## config.mk

```make
export PLATFORM = sky130hd
export DESIGN_NAME = onc_run_monitor_flat
export DESIGN_NICKNAME = d
export VERILOG_FILES = /design/src/rtl/onc_run_monitor_pkg.sv /design/src/rtl/onc_run_monitor_if.sv /design/src/rtl/onc_run_monitor_sat_counter.sv /design/src/rtl/onc_run_monitor.sv /design/src/flat_wrapper.sv
export SDC_FILE = /design/constraint.sdc
export NUM_CORES = 1
export LEC_CHECK = 0
export CAP_MARGIN = 25
export CORE_MARGIN = 2
export CORE_UTILIZATION = 52
export DETAILED_ROUTE_END_ITERATION = 7
export PLACE_DENSITY = 0.81
export SYNTH_ARGS = -nofsm -noshare
export SYNTH_HDL_FRONTEND = slang
export SYNTH_SLANG_ARGS = --single-unit
```

## constraint.sdc

```tcl
create_clock -name clock -period 2.4 [get_ports clock]
set_input_delay 0.24 -clock clock [delete_from_list [all_inputs] [get_ports clock]]
set_output_delay 0.24 -clock clock [all_outputs]
set_load 0.01 [all_outputs]
```

## src/rtl/onc_run_monitor_pkg.sv

```systemverilog
// Shared constants for the ONC-16 run monitor: FSM encoding and default budgets.
`ifndef ONC_PKG_SV
`define ONC_PKG_SV
package onc_pkg;

  localparam int unsigned ONC_DATA_W = 16;
  localparam int unsigned ONC_INST_W = 16;

  localparam int unsigned DEF_HALT_CYCLES    = 4;
  localparam int unsigned DEF_TIMEOUT_CYCLES = 100000;

  typedef enum logic [1:0] {
    ST_IDLE    = 2'd0,
    ST_RUN     = 2'd1,
    ST_HALTED  = 2'd2,
    ST_TIMEOUT = 2'd3
  } run_state_e;

endpackage
`endif

```

## src/rtl/onc_run_monitor_if.sv

```systemverilog
// Core-side imem/dmem observation bus; the core (or bench) drives, the monitor listens.
interface onc_run_monitor_if #(
  parameter int unsigned ADDR_W = 16,
  parameter int unsigned DATA_W = 16
);
  logic [ADDR_W-1:0] imem_addr;
  logic [ADDR_W-1:0] dmem_addr;
  logic [DATA_W-1:0] dmem_dout;
  logic              dmem_we;

  modport master (output imem_addr, output dmem_addr, output dmem_dout, output dmem_we);
  modport slave  (input  imem_addr, input  dmem_addr, input  dmem_dout, input  dmem_we);
endinterface

```

## src/rtl/onc_run_monitor_sat_counter.sv

```systemverilog
// Up-counter that sticks at all-ones; clear takes priority over enable.
module onc_sat_counter #(
  parameter int unsigned WIDTH = 32
) (
  input  logic             clock,
  input  logic             n_rst,
  input  logic             enable,
  input  logic             clear,
  output logic [WIDTH-1:0] count
);

  logic [WIDTH-1:0] count_d, count_q;

  always_comb begin
    count_d = count_q;
    if (clear) begin
      count_d = '0;
    end else if (enable && (count_q != '1)) begin
      count_d = count_q + WIDTH'(1);
    end
  end

  always_ff @(posedge clock or negedge n_rst) begin
    if (!n_rst) count_q <= '0;
    else        count_q <= count_d;
  end

  assign count = count_q;

endmodule

```

## src/rtl/onc_run_monitor.sv

```systemverilog
// Run controller beside the ONC-16 core: gates the run, counts cycles/stores,
// captures the result word and flags halt (PC self-loop) or budget timeout.
module onc_run_monitor
  import onc_pkg::*;
#(
  parameter int unsigned        ADDR_W         = 16,
  parameter int unsigned        DATA_W         = ONC_DATA_W,
  parameter int unsigned        CNT_W          = 32,
  parameter int unsigned        HALT_CYCLES    = DEF_HALT_CYCLES,
  parameter int unsigned        TIMEOUT_CYCLES = DEF_TIMEOUT_CYCLES,
  parameter logic [ADDR_W-1:0]  RESULT_ADDR    = ADDR_W'(16'h00FF)
) (
  input  logic                 clock,
  input  logic                 n_rst,
  input  logic                 start,
  input  logic                 clear,
  onc_run_monitor_if.slave     bus,
  output logic                 cpu_n_rst,
  output logic                 running,
  output logic                 done,
  output logic                 timeout,
  output logic [CNT_W-1:0]     cycle_count,
  output logic [CNT_W-1:0]     write_count,
  output logic [ADDR_W-1:0]    halt_pc,
  output logic [DATA_W-1:0]    result_data,
  output logic                 result_valid
);

  run_state_e        state_d, state_q;
  logic [ADDR_W-1:0] prev_addr_d, prev_addr_q;
  logic [ADDR_W-1:0] halt_pc_d, halt_pc_q;
  logic [DATA_W-1:0] result_data_d, result_data_q;
  logic              result_valid_d, result_valid_q;
  logic              cpu_n_rst_d, cpu_n_rst_q;
  logic              running_d, running_q;
  logic              done_d, done_q;
  logic              timeout_d, timeout_q;

  logic              run_clear, cyc_en, wr_en, same_en, same_clr;
  logic              same_addr, halt_hit, tmo_hit;
  logic [CNT_W-1:0]  same_cnt;

  onc_sat_counter #(.WIDTH(CNT_W)) u_cycle_cnt (
    .clock(clock), .n_rst(n_rst), .enable(cyc_en), .clear(run_clear), .count(cycle_count)
  );

  onc_sat_counter #(.WIDTH(CNT_W)) u_write_cnt (
    .clock(clock), .n_rst(n_rst), .enable(wr_en), .clear(run_clear), .count(write_count)
  );

  onc_sat_counter #(.WIDTH(CNT_W)) u_same_cnt (
    .clock(clock), .n_rst(n_rst), .enable(same_en), .clear(same_clr), .count(same_cnt)
  );

  // Halt beats timeout when both land on the same edge.
  assign same_addr = (bus.imem_addr == prev_addr_q);
  assign halt_hit  = (state_q == ST_RUN) && same_addr &&
                     (same_cnt == CNT_W'(HALT_CYCLES - 2));
  assign tmo_hit   = (state_q == ST_RUN) && !halt_hit &&
                     (cycle_count == CNT_W'(TIMEOUT_CYCLES - 1));

  always_comb begin
    state_d        = state_q;
    prev_addr_d    = prev_addr_q;
    halt_pc_d      = halt_pc_q;
    result_data_d  = result_data_q;
    result_valid_d = result_valid_q;
    run_clear      = 1'b0;
    cyc_en         = 1'b0;
    wr_en          = 1'b0;
    same_en        = 1'b0;
    same_clr       = 1'b0;

    case (state_q)
      ST_IDLE: begin
        prev_addr_d = bus.imem_addr;
        if (start) begin
          run_clear      = 1'b1;
          same_clr       = 1'b1;
          result_valid_d = 1'b0;
          state_d        = ST_RUN;
        end
      end
      ST_RUN: begin
        cyc_en      = 1'b1;
        prev_addr_d = bus.imem_addr;
        wr_en       = bus.dmem_we;
        if (bus.dmem_we && (bus.dmem_addr == RESULT_ADDR)) begin
          result_data_d  = bus.dmem_dout;
          result_valid_d = 1'b1;
        end
        same_en  = same_addr;
        same_clr = !same_addr;
        if (halt_hit) begin
          state_d   = ST_HALTED;
          halt_pc_d = bus.imem_addr;
        end else if (tmo_hit) begin
          state_d = ST_TIMEOUT;
        end
      end
      ST_HALTED, ST_TIMEOUT: begin
        if (clear) state_d = ST_IDLE;
      end
      default: state_d = ST_IDLE;
    endcase

    cpu_n_rst_d = (state_d != ST_IDLE);
    running_d   = (state_d == ST_RUN);
    done_d      = (state_d == ST_HALTED);
    timeout_d   = (state_d == ST_TIMEOUT);
  end

  always_ff @(posedge clock or negedge n_rst) begin
    if (!n_rst) begin
      state_q        <= ST_IDLE;
      prev_addr_q    <= '0;
      halt_pc_q      <= '0;
      result_data_q  <= '0;
      result_valid_q <= 1'b0;
      cpu_n_rst_q    <= 1'b0;
      running_q      <= 1'b0;
      done_q         <= 1'b0;
      timeout_q      <= 1'b0;
    end else begin
      state_q        <= state_d;
      prev_addr_q    <= prev_addr_d;
      halt_pc_q      <= halt_pc_d;
      result_data_q  <= result_data_d;
      result_valid_q <= result_valid_d;
      cpu_n_rst_q    <= cpu_n_rst_d;
      running_q      <= running_d;
      done_q         <= done_d;
      timeout_q      <= timeout_d;
    end
  end

  assign cpu_n_rst    = cpu_n_rst_q;
  assign running      = running_q;
  assign done         = done_q;
  assign timeout      = timeout_q;
  assign halt_pc      = halt_pc_q;
  assign result_data  = result_data_q;
  assign result_valid = result_valid_q;

endmodule
```

## src/flat_wrapper.sv

```systemverilog
// flat-port wrapper written by rule: the top's interface ports become plain ports
module onc_run_monitor_flat import onc_pkg::*;
#(
  parameter int unsigned        ADDR_W         = 16,
  parameter int unsigned        DATA_W         = ONC_DATA_W,
  parameter int unsigned        CNT_W          = 32,
  parameter int unsigned        HALT_CYCLES    = DEF_HALT_CYCLES,
  parameter int unsigned        TIMEOUT_CYCLES = DEF_TIMEOUT_CYCLES,
  parameter logic [ADDR_W-1:0]  RESULT_ADDR    = ADDR_W'(16'h00FF)
)
  (clock, n_rst, start, clear, cpu_n_rst, running, done, timeout, cycle_count, write_count, halt_pc, result_data, result_valid, bus_imem_addr, bus_dmem_addr, bus_dmem_dout, bus_dmem_we);
  onc_run_monitor_if #(.ADDR_W(ADDR_W), .DATA_W(DATA_W)) bus_i ();
  input  logic clock;
  input  logic n_rst;
  input  logic start;
  input  logic clear;
  output logic cpu_n_rst;
  output logic running;
  output logic done;
  output logic timeout;
  output logic [CNT_W-1:0] cycle_count;
  output logic [CNT_W-1:0] write_count;
  output logic [ADDR_W-1:0] halt_pc;
  output logic [DATA_W-1:0] result_data;
  output logic result_valid;
  input wire logic [$bits(bus_i.imem_addr)-1:0] bus_imem_addr;
  input wire logic [$bits(bus_i.dmem_addr)-1:0] bus_dmem_addr;
  input wire logic [$bits(bus_i.dmem_dout)-1:0] bus_dmem_dout;
  input wire logic [$bits(bus_i.dmem_we)-1:0] bus_dmem_we;
  assign bus_i.imem_addr = bus_imem_addr;
  assign bus_i.dmem_addr = bus_dmem_addr;
  assign bus_i.dmem_dout = bus_dmem_dout;
  assign bus_i.dmem_we = bus_dmem_we;
  onc_run_monitor #(.ADDR_W(ADDR_W), .DATA_W(DATA_W), .CNT_W(CNT_W), .HALT_CYCLES(HALT_CYCLES), .TIMEOUT_CYCLES(TIMEOUT_CYCLES), .RESULT_ADDR(RESULT_ADDR)) u_core (.clock(clock), .n_rst(n_rst), .start(start), .clear(clear), .bus(bus_i), .cpu_n_rst(cpu_n_rst), .running(running), .done(done), .timeout(timeout), .cycle_count(cycle_count), .write_count(write_count), .halt_pc(halt_pc), .result_data(result_data), .result_valid(result_valid));
endmodule
```

==> impl_metrics.toml <==
[outcome]
run_status = "completed"

[sta]
setup_tns_ps = 0
final_critical_path_setup_slack_ps = 52.8
setup_repair_after_global_routing_missed_its_margin = "yes"
max_freq_ghz = 0.426
setup-violations-final = 0
report.final.slew_viol_count = 0
final-hold-violation-count = 0
max_slew_margin_pct = 36.2
timing_worst_slew_pin_value_ps = 956
final_period_minus_worst_setup_slack_ps = 2350
layout_worst_path_cycle_share_pct = 97.8
final_clock_skew_ps = 6.74

[grt]
pin_count_of_the_biggest_net_entering_global_routing = 57
globalRouteOverflowTotal = 0
vias_in_the_first_global_route = 6524
antenna_found_initial = 0
grt_util_all_layers_pct = 25.7
grt_first_pass_wirelength_mm = 32.7

[floorplanning]
area_of_the_placeable_core_mm2 = 0.0144
effective_utilization_at_floorplan_pct = 52.7
std_cell_rows = 44
boundaryPins = 154
die_h_um = 125
dieArea_mm2 = 0.0155
die_x_um = 125

[setup_path]
r2r.worst_path.cells = 6
timing.critical_path.max_delay_family = "simple AND/OR/NAND/NOR gates"
critical_path_peak_fanout = 12
max_stage_delay_ps = 580
ff2ff_setup_slack_ps = 50
required_ps = 2750
worstPathArrival_ps = 2700
criticalPathCategory = "flip-flop to flip-flop"
regToRegEndpoint = "u_core.u_same_cnt.count[31]"
worstSetupEndpointType = "flip-flop"
crit_slowest_cell = "sky130_fd_sc_hd__or4_4"
cpMostUsedCell = "sky130_fd_sc_hd__nand4_1"
cp_cell_sequence = "nand4_1, nor4_4, nand4_1, or4_4, or4_1, a21oi_2"
cp.buffers_inverters = 0
worst_r2r_startpoint = "u_core.u_same_cnt.count[13]"
timing.critical_path.from_type = "flip-flop"

[logic_synthesis]
number_of_cells_produced_by_synthesis = 742
synth-edff-count = 0
syn-cell-area_mm2 = 0.00757
yosysUniqueCellTypes = 50
synth.ff_latch_count = 151
synth-async-reset-ratio_pct = 100
synth_top_cell_area_share_pct = 49.9
ys.warnings.count = 0
postSynth.topFlopCell = "sky130_fd_sc_hd__dfrtp_1"
synth_fp_nets = 799
ys_seq_area_share_pct = 49.9
synthDominantAreaCellType = "sky130_fd_sc_hd__dfrtp_1"
top_post_synthesis_cells_by_area = "sky130_fd_sc_hd__dfrtp_1 50%, sky130_fd_sc_hd__mux2_2 7.1%, sky130_fd_sc_hd__xor2_1 4.9%, sky130_fd_sc_hd__nand4_1 3.7%, sky130_fd_sc_hd__nor2_1 3.6%"
average_size_of_a_mapped_cell_um2 = 10.2

[pwr]
power.switching_uw = 1820
p_clk_share_pct = 43.1
sequential_power_share_pct = 42.1
sw_frac_of_total_pct = 26.3
power.leakage_uw = 0.00436
cell_internal_pwr_uw = 5110
comb_power_share_pct = 14.8
power-per-cell-area_mw_per_mm2 = 667
vdd_ir_max_mv = 0.525

[placement]
preCtsSetupSlack_ps = -373
hpwl_mm = 13.5
place.gp.congestion = 0.904
buffer_ports.inserted = 153
placed_cell_area_mm2 = 0.00970

[clock_network]
clock_tree.root_cell = "sky130_fd_sc_hd__clkbuf_16"
clock_latency_ps = 430
cts-buffers-inserted = 17
cts_tree = "done"
clock_sinks = 151
cts-htree-levels = 4
clockBufferDepth = 2
path_clk_slew_ps = 60

[drt]
routedWlPerCell_um = 17.2
viasPerCell = 5.89
drt-total-wl_mm = 19.6
drt_drc_violations_left = 0
drt.antenna.violating_nets = 0
vias = 6719
drtIter0Drc = 501
drt_pre_antenna_iters = 5

[final_layout]
post_route_cells_drive_above_1_share_pct = 16.2
nets = 1000
final_design_area_no_fill_mm2 = 0.0104
num_antenna_cells = 0
fin_util_pct = 72.4
area_delta_synth_final_pct = 37.5

[min_path]
hold_class = "input pin to asynchronous set/reset pin"

[flow_run]
max_cap_violations = 0
per-layer routing:
| metal | share of wire (%) | track usage, % | vias up |
|---|---|---|---|
| met3 | 5.4 | 4.47 | 45 |
| met1 | 41 | 33.9 | 3339 |
| met5 | 0 | 0 | - |
| li1 | - | - | 3107 |
| met2 | 51 | 42.4 | 228 |
| met4 | 2.7 | 10.4 | 0 |
flip-flops by register name (all words and copies together), names as in the netlist:
register	flops
u_core.u_cycle_cnt.count	32
u_core.prev_addr_q	16
u_core.running	1
u_core.cpu_n_rst	1
u_core.u_same_cnt.count	32
u_core.result_data	16
u_core.result_valid	1
u_core.u_write_cnt.count	32
u_core.halt_pc	16
u_core.done	1
u_core.timeout	1
u_core.state_q	2
kinds of logic (layout without fill, tap and decap cells):
kind of cell | Yosys count | in the layout | synth area share, %
simple gates | 347 | 347 | 25.7
buf+inv | 40 | 254 | 2.17
compound gates | 79 | 79 | 5.97
flops | 151 | 151 | 49.9
xor+xnor | 70 | 70 | 8.10
fa+ha+maj | 4 | 4 | 0.661
mux | 51 | 51 | 7.54
layout make-up:
class / count / area (µm²)
multi-input cells: 551 / 3660
fillers: 983 / 3960
clock inverters: 14 / 219
well taps: 184 / 230
flip-flops and latches: 151 / 3780
clock buffers: 18 / 439
inverters: 11 / 41.3
repair buffers: 211 / 2030
placed cells by master (no fill, tap or decap), drive strengths merged, types with 18 or more instances in the layout:
cell type      instances
clkdlybuf4s50        152
dfrtp                151
nor2                  73
buf                   58
nand2                 51
mux2                  48
nand4                 46
xor2                  42
nand3                 41
o21ai                 33
xnor2                 28
or3                   24
a21oi                 24
nor3                  22
nor4                  21
clkbuf                18
power groups by stage:
stage	logic (µW)	clock network [µW]	registers [µW]
floorplan	369	0	2980
global placement	1000	0	2950
detailed placement	1020	0	2960
CTS	1030	3020	2920
global route	1110	3130	2950
finish	1020	2990	2920
cell usage after synthesis, drive strengths merged (3+ instances only):
cell and number:
a21oi 24, a31oi 4, and2 9, and3 14, and4 15, buf 6
clkbuf 23, dfrtp 151, ha 4, inv 11, mux2 48, mux2i 3
nand2 51, nand2b 5, nand3 41, nand4 46, nor2 73, nor3 22
nor3b 3, nor4 21, nor4b 7, o211ai 5, o21a 4, o21ai 33
o31ai 3, or3 24, or4 6, xnor2 28, xor2 42
what timing repair did:
action | CTS | global route
pin swaps | 3 | 2
setup buffers | 1 | 1
gates resized for setup | 0 | 5
endpoints found under the hold margin | 47 | 0
hold buffers | 1 | 0
setup endpoints to repair | 1 | 3
per-stage QoR:
stage,power (µW),std cells,hold WS (ps)
floorplan,3350,742,-55.6
global placement,3960,1105,206
detailed placement,3980,1105,207
CTS,6970,1139,325
global route,7180,1140,349
finish,6940,1140,302
worst max-delay path by stage:
stage | cells after the start | slack [ps] | end | from
2_1_floorplan | 7 | 180 | u_core.u_same_cnt.count[23] | u_core.prev_addr_q[13]
3_3_place_gp | 7 | -260 | u_core.u_same_cnt.count[31] | bus_imem_addr[9]
3_5_place_dp | 7 | -370 | u_core.u_same_cnt.count[31] | bus_imem_addr[9]
4_1_cts | 7 | 30 | u_core.u_same_cnt.count[31] | u_core.u_same_cnt.count[20]
5_1_grt | 6 | -30 | u_core.u_same_cnt.count[31] | u_core.u_same_cnt.count[13]
6_report | 6 | 50 | u_core.u_same_cnt.count[31] | u_core.u_same_cnt.count[13]
(Power assumes the default switching activity.)
